[src/rtl/ternary_stream_loader_pkg.sv]
// Shared types and helpers for the ternary stream loader and its sub-module.
package ternary_pkg;

  typedef enum logic [1:0] {
    IDLE   = 2'd0,
    LOAD_W = 2'd1,
    STREAM = 2'd2
  } state_t;

  localparam logic [1:0] TRIT_POS  = 2'b01;
  localparam logic [1:0] TRIT_NEG  = 2'b11;
  localparam logic [1:0] TRIT_ZERO = 2'b00;

  // Bytes needed to carry the packed 2-bit weight matrix.
  function automatic int unsigned wbytes(input int unsigned in_len, input int unsigned out_len);
    return (2 * in_len * out_len + 7) / 8;
  endfunction

endpackage

[src/rtl/ternary_stream_loader_if.sv]
// Byte-wide valid/ready stream feeding the loader.
interface ternary_stream_loader_if;
  logic [7:0] in_data;
  logic       in_valid;
  logic       in_ready;

  modport master (output in_data, output in_valid, input in_ready);
  modport slave  (input in_data, input in_valid, output in_ready);
endinterface

[src/rtl/ternary_stream_loader_byte_pair_packer.sv]
// Pairs consecutive activation bytes into {high, low}; strobes on the high byte.
module byte_pair_packer #(
  parameter int unsigned BitWidth = 8
) (
  input  logic                  clk,
  input  logic                  rst_n,
  input  logic                  clear,
  input  logic                  we,
  input  logic [BitWidth-1:0]   data,
  output logic [2*BitWidth-1:0] pair,
  output logic                  strobe
);

  logic                phase;
  logic [BitWidth-1:0] hold;

  always_ff @(posedge clk or negedge rst_n) begin
    if (!rst_n) begin
      phase <= 1'b0;
      hold  <= '0;
    end else if (clear) begin
      phase <= 1'b0;
    end else if (we) begin
      if (!phase) hold <= data;
      phase <= ~phase;
    end
  end

  assign pair   = {data, hold};
  assign strobe = we & phase;

endmodule

[src/rtl/ternary_stream_loader.sv]
// Loads the packed ternary weight matrix from a byte stream, then issues activation pairs with row tags.
module ternary_stream_loader
  import ternary_pkg::*;
#(
  parameter int unsigned InLen    = 14,
  parameter int unsigned OutLen   = 7,
  parameter int unsigned BitWidth = 8
) (
  input  logic                        clk,
  input  logic                        rst_n,
  input  logic                        en,
  input  logic                        start_load,
  ternary_stream_loader_if.slave      stream,
  output logic [2*InLen*OutLen-1:0]   W,
  output logic [BitWidth*2-1:0]       VecIn,
  output logic [2:0]                  row,
  output logic                        vec_valid,
  output logic                        w_ready,
  output logic                        frame_done
);

  localparam int unsigned WW     = 2 * InLen * OutLen;
  localparam int unsigned WBYTES = wbytes(InLen, OutLen);
  localparam int unsigned KW     = $clog2(WBYTES);
  localparam int unsigned ROWS   = InLen / 2;

  state_t                state;
  logic [KW-1:0]         k;
  logic [2:0]            row_cnt;
  logic                  vec_valid_q;
  logic                  frame_done_q;
  logic                  xfer;
  logic                  restart;
  logic                  load_we;
  logic                  last_byte;
  logic                  pack_we;
  logic                  pack_clear;
  logic [WW-1:0]         w_next;
  logic [2*BitWidth-1:0] pair;
  logic                  pair_strobe;

  assign stream.in_ready = en & (state != IDLE);
  assign xfer            = stream.in_valid & stream.in_ready;
  assign restart         = en & start_load;
  assign load_we         = xfer & ~restart & (state == LOAD_W);
  assign pack_we         = xfer & ~restart & (state == STREAM);
  assign last_byte       = (k == KW'(WBYTES - 1));
  assign pack_clear      = restart | (load_we & last_byte);

  // Each byte lane is clipped to the matrix width so the final partial byte drops its upper bits.
  for (genvar i = 0; i < WBYTES; i++) begin : g_wbyte
    localparam int unsigned BW = (WW - 8 * i < 8) ? (WW - 8 * i) : 8;
    assign w_next[8*i +: BW] = (load_we && k == KW'(i)) ? stream.in_data[BW-1:0] : W[8*i +: BW];
  end

  byte_pair_packer #(.BitWidth(BitWidth)) u_packer (
    .clk    (clk),
    .rst_n  (rst_n),
    .clear  (pack_clear),
    .we     (pack_we),
    .data   (stream.in_data),
    .pair   (pair),
    .strobe (pair_strobe)
  );

  always_ff @(posedge clk or negedge rst_n) begin
    if (!rst_n) begin
      state        <= IDLE;
      k            <= '0;
      row_cnt      <= '0;
      W            <= '0;
      VecIn        <= '0;
      row          <= '0;
      w_ready      <= 1'b0;
      vec_valid_q  <= 1'b0;
      frame_done_q <= 1'b0;
    end else begin
      vec_valid_q  <= 1'b0;
      frame_done_q <= 1'b0;
      W            <= w_next;
      if (restart) begin
        state   <= LOAD_W;
        k       <= '0;
        w_ready <= 1'b0;
        row_cnt <= '0;
      end else if (en) begin
        case (state)
          IDLE: begin
          end
          LOAD_W: begin
            if (load_we) begin
              if (last_byte) begin
                state   <= STREAM;
                w_ready <= 1'b1;
                row_cnt <= '0;
                k       <= '0;
              end else begin
                k <= k + KW'(1);
              end
            end
          end
          STREAM: begin
            if (pair_strobe) begin
              VecIn        <= pair;
              row          <= row_cnt;
              vec_valid_q  <= 1'b1;
              frame_done_q <= (row_cnt == 3'(ROWS - 1));
              row_cnt      <= (row_cnt == 3'(ROWS - 1)) ? '0 : row_cnt + 3'd1;
            end
          end
          default: state <= IDLE;
        endcase
      end
    end
  end

  assign vec_valid  = vec_valid_q & en;
  assign frame_done = frame_done_q & en;

endmodule

[src/flat_wrapper.sv]
// flat-port wrapper written by rule: the top's interface ports become plain ports
module ternary_stream_loader_flat import ternary_pkg::*;
#(
  parameter int unsigned InLen    = 14,
  parameter int unsigned OutLen   = 7,
  parameter int unsigned BitWidth = 8
)
  (clk, rst_n, en, start_load, W, VecIn, row, vec_valid, w_ready, frame_done, stream_in_data, stream_in_valid, stream_in_ready);
  ternary_stream_loader_if stream_i ();
  input  logic clk;
  input  logic rst_n;
  input  logic en;
  input  logic start_load;
  output logic [2*InLen*OutLen-1:0] W;
  output logic [BitWidth*2-1:0] VecIn;
  output logic [2:0] row;
  output logic vec_valid;
  output logic w_ready;
  output logic frame_done;
  input wire logic [$bits(stream_i.in_data)-1:0] stream_in_data;
  input wire logic [$bits(stream_i.in_valid)-1:0] stream_in_valid;
  output wire logic [$bits(stream_i.in_ready)-1:0] stream_in_ready;
  assign stream_i.in_data = stream_in_data;
  assign stream_i.in_valid = stream_in_valid;
  assign stream_in_ready = stream_i.in_ready;
  ternary_stream_loader #(.InLen(InLen), .OutLen(OutLen), .BitWidth(BitWidth)) u_core (.clk(clk), .rst_n(rst_n), .en(en), .start_load(start_load), .stream(stream_i), .W(W), .VecIn(VecIn), .row(row), .vec_valid(vec_valid), .w_ready(w_ready), .frame_done(frame_done));
endmodule
[config.mk]
export PLATFORM = sky130hd
export DESIGN_NAME = ternary_stream_loader_flat
export DESIGN_NICKNAME = d
export VERILOG_FILES = /design/src/rtl/ternary_stream_loader_pkg.sv /design/src/rtl/ternary_stream_loader_if.sv /design/src/rtl/ternary_stream_loader_byte_pair_packer.sv /design/src/rtl/ternary_stream_loader.sv /design/src/flat_wrapper.sv
export SDC_FILE = /design/constraint.sdc
export NUM_CORES = 1
export LEC_CHECK = 0
export ABC_CLOCK_PERIOD_IN_PS = 3000
export CAP_MARGIN = 30
export CORE_MARGIN = 10
export CORE_UTILIZATION = 53
export DETAILED_ROUTE_END_ITERATION = 10
export PLACE_DENSITY = 0.93
export REMOVE_ABC_BUFFERS = 1
export SYNTH_ARGS = -nofsm -noshare
export SYNTH_HDL_FRONTEND = slang
export SYNTH_HIERARCHICAL = 1
export SYNTH_SLANG_ARGS = --single-unit
export TNS_END_PERCENT = 5
[constraint.sdc]
create_clock -name clk -period 3 [get_ports clk]
set_input_delay 0.6 -clock clk [delete_from_list [all_inputs] [get_ports clk]]
set_output_delay 0.6 -clock clk [all_outputs]
set_load 0.005 [all_outputs]
### After elaboration in Yosys (flattened, before gate mapping)

Index checks and enable logic that the tools add are counted.

* latch bits: 0
* RAM bits: 0
* input bits: 13
* memories kept: 0
* word-level logic and storage cells: 155
* ROM bits: 0
* bits in registers: 237

* reductions and logical operators: 41
* order comparisons: 0
* div/mod/pow operators: 0
* multiplexer cells: 32
* bitwise logic cells: 14
* equal/unequal tests: 31
* $mul: 0
* add/subtract/negate cells: 2
* shift-type cells: 0

Operators by type and width (count)
* 5-bit == test, second input constant: 9
* 5-bit by 4-bit == test with 1-bit output, second input constant: 8
* 1-bit logical AND: 25
* 5-bit two-way mux: 5
* 5-bit by 3-bit == test with 1-bit output, second input constant: 4
* 3-bit two-way mux: 6
* 1-bit two-way mux: 15
* 4-bit AND reduction: 3
* 2-bit nonzero test: 6
* 1-bit AND: 10
* 5-bit by 2-bit == test with 1-bit output, second input constant: 2
* 3-bit by 1-bit inequality test with 1-bit output, second input constant: 3
* 2-bit two-way mux: 4
* 3-bit case mux with 2 select lines: 1
* 3-bit AND reduction: 2
* 5-bit by 1-bit adder with 5-bit output, second input constant: 1
* 5-bit by 1-bit == test with 1-bit output, second input constant: 1
* 5-bit zero test: 1
* 5-bit AND reduction: 1
* 2-bit case mux with 2 select lines: 1
* 3-bit by 1-bit adder with 3-bit output, second input constant: 1
* 3-bit == test, second input constant: 1
* 1-bit inverter: 3
* 3-bit nonzero test: 1
* other kinds (6): 6

### Longest topological paths before layout

Gate-level depths: netlist of run 1.

* word-level depth: 10
* depth in mapped cells: 7
* gate-level depth less buffers: 6

### Modules after synthesis

Netlist of run 1, hierarchy kept.

Modules (own cells, without submodules)
* ternary_stream_loader: area each 9062.4 µm², sequential area each 5705.5 µm², cells each 578, instances 1
* byte_pair_packer: area each 414.1 µm², sequential area each 225.2 µm², cells each 29, instances 1

### Worst setup path before layout of run 1

Ideal clock, no wire load.

* path kind: input port to flip-flop
* start: in start_load
* end: reg u_core.VecIn[10]
* library setup time: 125 ps
* path slack: 919 ps
* buffers on the path: 1
* stages on the path: 6
* required time: 2875 ps
* arrival time: 1957 ps
* cells stage by stage: and2b_1 and3_1 and2_2 nand3_1 clkbuf_1 mux2_2

* word-level cells in the longest chain between the ends: 6

Ends and longest elaborated chain
* from (decl): RTL line flat_wrapper.sv:13 `input logic start_load;`
* 1-bit AND: RTL line ternary_stream_loader.sv:44 `assign restart = en & start_load;`
* 1-bit inverter (no line)
* 1-bit AND (2 in a row): RTL line ternary_stream_loader.sv:46 `assign pack_we = xfer & ~restart & (state == STREAM);`
* via u_core.pack_we: RTL line ternary_stream_loader.sv:36 `logic pack_we;`
* 1-bit AND: RTL line ternary_stream_loader_byte_pair_packer.sv:30 `assign strobe = we & phase;`
* via u_core.pair_strobe: RTL line ternary_stream_loader.sv:40 `logic pair_strobe;`
* 4-bit AND reduction (no line)
* to (signal assigned): RTL line ternary_stream_loader.sv:104 `VecIn <= pair;`
* to (decl): RTL line ternary_stream_loader.sv:15 `output logic [BitWidth*2-1:0] VecIn,`

The timed path passes the listed nets, and every way through them passes these cells.
A chain may end at the register's enable or synchronous reset.

### Worst setup path after layout of run 1

* start: in en
* end: out stream_in_ready

* word-level cells in the longest chain between the ends: 1

Ends and longest elaborated chain
* from (decl): RTL line flat_wrapper.sv:12 `input logic en;`
* 1-bit AND: RTL line ternary_stream_loader.sv:42 `assign stream.in_ready = en & (state != IDLE);`
* to (decl): RTL line flat_wrapper.sv:22 `output wire logic [$bits(stream_i.in_ready)-1:0] stream_in_ready;`

Every way passes these cells.

==> results of run 1 <==
==> final cells by class <==
class	instances	area, um2
Sequential cell	237	5930
Fill cell	1086	4580
Multi-Input combinational cell	323	3330
Timing Repair Buffer	248	2480
Clock buffer	37	711
Tap cell	225	282
Clock inverter	6	80.1
Inverter	6	22.5
==> critical path, cell delays in order <==
cell	delay, ns
clkdlybuf4s50_1	0.54
buf_4	0.19
o21a_1	0.14
clkdlybuf4s50_1	0.51
==> report_power, final <==
group	internal [mW]	switching (mW)	leakage, nW
combinational	0.302	0.302	2.49
clock	1.80	1.19	0.390
sequential	3.31	0.0632	3.28
==> state kept, by name, indices dropped and copies added, names as in the netlist <==
signal                 cells
u_core/u_packer/phase      1
u_core/w_ready             1
u_core/row_cnt             3
u_core/W                 196
u_core/state               2
u_core/row                 3
u_core/vec_valid_q         1
u_core/u_packer/hold       8
u_core/frame_done_q        1
u_core/k                   5
u_core/VecIn              16
==> kinds of logic after synthesis <==
group,share of synthesized area (%)
buffers and inverters,2.32
muxes,26.5
adders and majority gates,0.660
and+or+nand+nor,6.51
AOI/OAI and AO/OA,1.35
xor gates and xnor gates,0.0924
DFF,62.6
==> metal layers <==
metal | up-vias | global-route usage [%] | wire (um)
met5 | - | 0 | 0
met3 | 42 | 7.36 | 2090
li1 | 2607 | - | -
met1 | 3089 | 23.9 | 9730
met4 | 0 | 5.58 | 623
met2 | 166 | 37.6 | 13400
==> worst max path at each step <==
stage / from / endpoint / slack [ns]
2_1_floorplan: start_load / u_core/VecIn[0] / 0.75
3_3_place_gp: start_load / u_core/W[136] / 0.17
3_5_place_dp: start_load / u_core/W[139] / 0.08
4_1_cts: en / stream_in_ready / 0.43
5_1_grt: en / stream_in_ready / 0.38
6_report: en / stream_in_ready / 0.42
==> synthesized netlist by cell type (2+ instances only) <==
| master | instances | area (um2) |
|---|---|---|
| a21oi_1 | 4 | 20.0 |
| nor3_2 | 2 | 20.0 |
| a21o_1 | 2 | 15.0 |
| and2_1 | 3 | 18.8 |
| nand3_1 | 6 | 30.0 |
| or3_1 | 3 | 18.8 |
| ha_1 | 5 | 62.6 |
| nor3b_4 | 2 | 37.5 |
| o21ai_0 | 6 | 30.0 |
| nand3_2 | 5 | 50.1 |
| dfrtp_1 | 237 | 5930 |
| nor3_1 | 2 | 10.0 |
| o41ai_1 | 2 | 17.5 |
| nor4_4 | 2 | 42.5 |
| nand4_2 | 3 | 37.5 |
| buf_2 | 11 | 55.1 |
| mux2_1 | 4 | 45.0 |
| inv_1 | 6 | 22.5 |
| nand2_2 | 4 | 25.0 |
| nand3_4 | 4 | 70.1 |
| mux2_2 | 218 | 2450 |
| buf_4 | 8 | 60.1 |
| clkbuf_1 | 21 | 78.8 |
| and3_1 | 7 | 43.8 |
| nor2_1 | 4 | 15.0 |
| nor2b_1 | 2 | 12.5 |
| nand2_1 | 12 | 45.0 |
==> flow_summary.toml, run 1 <==
[clocking]
root_buffer = "clkbuf_16"
cts_tree = "built"
htreeDepth = 1
cts_hold_buffers = 0
cts_buffers = 24
cts_buffer_depth = 3
clock_latency_ns = 0.51
cts_resized = 0
post_cts_buffers = 0
clk_pin_slew_ns = 0.06
cts_sinks = 237

[routing]
via_per_inst = 5.46
drtIter0Drc = 241
wirelength_um = 25800
drt_pass1_iterations = 4
drcViolationCount = 0
vias = 5904
wire_per_inst_um = 23.8
ant_nets = 0

[sta]
fin_setup_tns_ns = 0
setup_violations = 0
relSlewSlack_pct = 55.6
max_freq_mhz = 387
hold_viol_final = 0
worst_slew_pin_slew_ns = 0.666
setup_slack_ns = 0.419
period_minus_slack_ns = 2.58
rsz0062_at_grt = "no"
timing.hold.ws_ns = 0.0752
min_period_over_period_pct = 86.0
drv_slew = 0
skew_ns = 0.00709

[yosys]
synth-edff-count = 0
yosysWarnings = 6
yosysSeqAreaShare_pct = 62.6
synthArstFlopShare_pct = 100
ys.flop_type = "dfrtp_1"
syn_area_per_cell_um2 = 15.6
yosys.cell_types.count = 49
syn_inst = 607
netlist_area_mm2 = 0.00948
yosys_register_bits = 237

[critical_path]
crit_type = "in2out"
crit_fanout = 10
timing.rr.end = "u_core/u_packer/hold[2]"
cp.arrival_ns = 1.98
r2r_cells = 6
reg2reg_from = "u_core/k[0]"
cp-start-kind = "input pin"
required_ns = 2.40
reg2reg_slack_ns = 0.65
worstSetupEndpointType = "primary output"

[placed_design]
place_area_mm2 = 0.0120
portBuffers = 231
routabilityCongestion = 0.803
place_inst = 1039
place_ws_ns = 0.0833
dp_hpwl_um = 17300

[floorplan]
num_rows = 48
ioPinCount = 232
dieHeight_um = 154
core_mm2 = 0.0174
initial_core_util_pct = 54.4
dieWidth_um = 154
die_area_mm2 = 0.0236

[grt]
grt_max_degree = 85
antenna_found_initial = 0
overflow = 0
grt_util_all_layers_pct = 21.2
first_global_vias = 6587
grt_first_pass_wirelength_um = 40000

[layout]
layoutNonFillerInstCount = 1082
layout.nets = 858
area_delta_synth_final_pct = 35.4
design_area_mm2 = 0.0128
final_util_pct = 73.7
n_antenna_cell = 0
drive_gt1_share_pct = 35.0
final_common_cell = "dfrtp_1"
final_cell_mix = "dfrtp_1, clkdlybuf4s50_1, mux2_2"

[pwr]
p_leak_nw = 6.15
irDropWorstVdd_uv = 483
p_total_mw = 6.97
power_density_mw_per_mm2 = 543

[run_status]
outcome = "finished clean"

[job]
maxCapViolCount = 0

[worst_hold_path]
hp-class = "in2async"
Note: power is estimated with default switching activity, not from simulation.
==> inputs of run 2 (changes only) <==
Settings changed: PLACE_DENSITY 0.93 to 0.85.
==> run 2 against run 1 <==
Worst hold slack better by 0.048 ns; critical path depth unchanged; via count up 0.66%; flip-flop and latch count unchanged; utilization down 0.32 points; die area unchanged; largest cell class unchanged; combinational power down 3.5%; critical path type unchanged; register-to-register slack worse by 0.06 ns; highest routed layer unchanged; setup slack worse by 0.029 ns.
==> flow_summary.toml, run 2 (synthesis results as in run 1) <==
[critical_path]
critPathMaxStageDelay_ns = 0.56
crit_slowest_cell = "clkdlybuf4s50_1"
crit_type = "in2out"
cp.arrival_ns = 2.01
crit_chain = "clkdlybuf4s50_1, buf_4, o21a_1, clkdlybuf4s50_1"
worstSetupEndpointType = "primary output"
reg2reg_slack_ns = 0.59
r2r_cells = 6
cp-start-kind = "input pin"
required_ns = 2.40
reg2reg_from = "u_core/k[0]"
crit_fanout = 8
critical_path.most_common_cell = "clkdlybuf4s50_1"
timing.rr.end = "u_core/u_packer/hold[6]"

[pwr]
p_leak_nw = 6.12
irDropWorstVdd_uv = 430
power_density_mw_per_mm2 = 529

[floorplan]
core_mm2 = 0.0174
ioPinCount = 232
initial_core_util_pct = 54.4
die_area_mm2 = 0.0236
dieWidth_um = 154
dieHeight_um = 154
num_rows = 48

[placed_design]
place_area_mm2 = 0.0121
dp_hpwl_um = 17900
place_inst = 1040
portBuffers = 231
routabilityCongestion = 0.860

[grt]
grt_first_pass_wirelength_um = 40200
first_global_vias = 6621
grt_util_all_layers_pct = 21.3
antenna_found_initial = 0
top_usage_layer = "met2"
overflow = 0
grt_max_degree = 94
grt.met3_usage_pct = 7.09
met2_usage_pct = 37.2
use_met1_pct = 24.0

[layout]
largest_registers = "u_core/W: 196 flops, u_core/VecIn: 16 flops, u_core/u_packer/hold: 8 flops"
final_common_cell = "dfrtp_1"
nFillCells = 1115
design_area_mm2 = 0.0128
ff_latch_area_mm2 = 0.00593
layout.nets = 859
area_delta_synth_final_pct = 34.8
drive_gt1_share_pct = 34.8
multi_input_area_mm2 = 0.00333
n_antenna_cell = 0
regMostFlops = "u_core/W"
final_cell_mix = "dfrtp_1, clkdlybuf4s50_1, mux2_2"
layoutNonFillerInstCount = 1079
largest_reg_flops = 196

[sta]
relSlewSlack_pct = 53.8
min_period_over_period_pct = 87.0
fin_setup_tns_ns = 0
rsz0062_at_grt = "no"
worst_slew_pin_slew_ns = 0.693
skew_ns = 0.00903
max_freq_mhz = 383
setup_violations = 0
hold_viol_final = 0
period_minus_slack_ns = 2.61
drv_slew = 0

[clocking]
cts_sinks = 237
cts_hold_buffers = 0
htreeDepth = 1
cts_buffers = 24
cts_resized = 0
clk_pin_slew_ns = 0.05
root_buffer = "clkbuf_16"
cts_buffer_depth = 3
clock_latency_ns = 0.50
post_cts_buffers = 0
cts_tree = "built"

[routing]
drcViolationCount = 0
drt_pass1_iterations = 4
wire_per_inst_um = 23.9
drtIter0Drc = 310
wirelength_um = 25800
via_per_inst = 5.51
ant_nets = 0
vias = 5943

[job]
maxCapViolCount = 0

[worst_hold_path]
hp-class = "in2async"

[run_status]
outcome = "finished clean"
-- run 2: worst max-delay path by stage --
| stage | cells after the start | slack, ns | from | to |
|---|---|---|---|---|
| global placement | 5 | 0.15 | en | u_core/W[156] |
| detailed placement | 5 | 0.08 | start_load | u_core/W[155] |
| global route | 4 | 0.30 | en | stream_in_ready |
| floorplan | 5 | 0.75 | start_load | u_core/VecIn[0] |
| finish | 4 | 0.39 | en | stream_in_ready |
| CTS | 4 | 0.39 | en | stream_in_ready |
-- run 2: worst max-delay path, delay by kind of cell --
family                 cells  cell delay, ns
buffers and inverters      3            1.26
AO/OA/AOI/OAI              1            0.15
-- run 2: area by class of cell --
class | count | share of cell area (%)
Sequential cell | 237 | 46.4
Clock inverter | 4 | 0.352
Tap cell | 225 | 2.20
Clock buffer | 35 | 5.35
Multi-Input combinational cell | 323 | 26.0
Inverter | 6 | 0.176
Timing Repair Buffer | 249 | 19.5
-- run 2: stage by stage --
step	hold WS, ns	utilization, %	power (mW)	setup WS (ns)
floorplan	0.304	-	3.58	0.749
global placement	0.464	69.2	4.00	0.149
detailed placement	0.492	69.2	4.03	0.0843
CTS	0.143	73.4	6.84	0.395
global route	0.177	73.4	7.00	0.299
finish	0.123	73.4	6.75	0.390
-- run 2: per-layer routing --
layer	share of wire, %	vias up
met5	0	-
met4	2.4	0
met3	8.1	41
met2	53	190
met1	37	3101
li1	-	2611
-- run 2: power breakdown --
part / leakage (nW) / total, mW / internal, mW / switching (mW)
registers: 3.28 / 3.38 / 3.31 / 0.0662
clock network: 0.358 / 2.79 / 1.65 / 1.15
logic: 2.49 / 0.583 / 0.302 / 0.280
total: 6.12 / 6.75 / 5.26 / 1.49
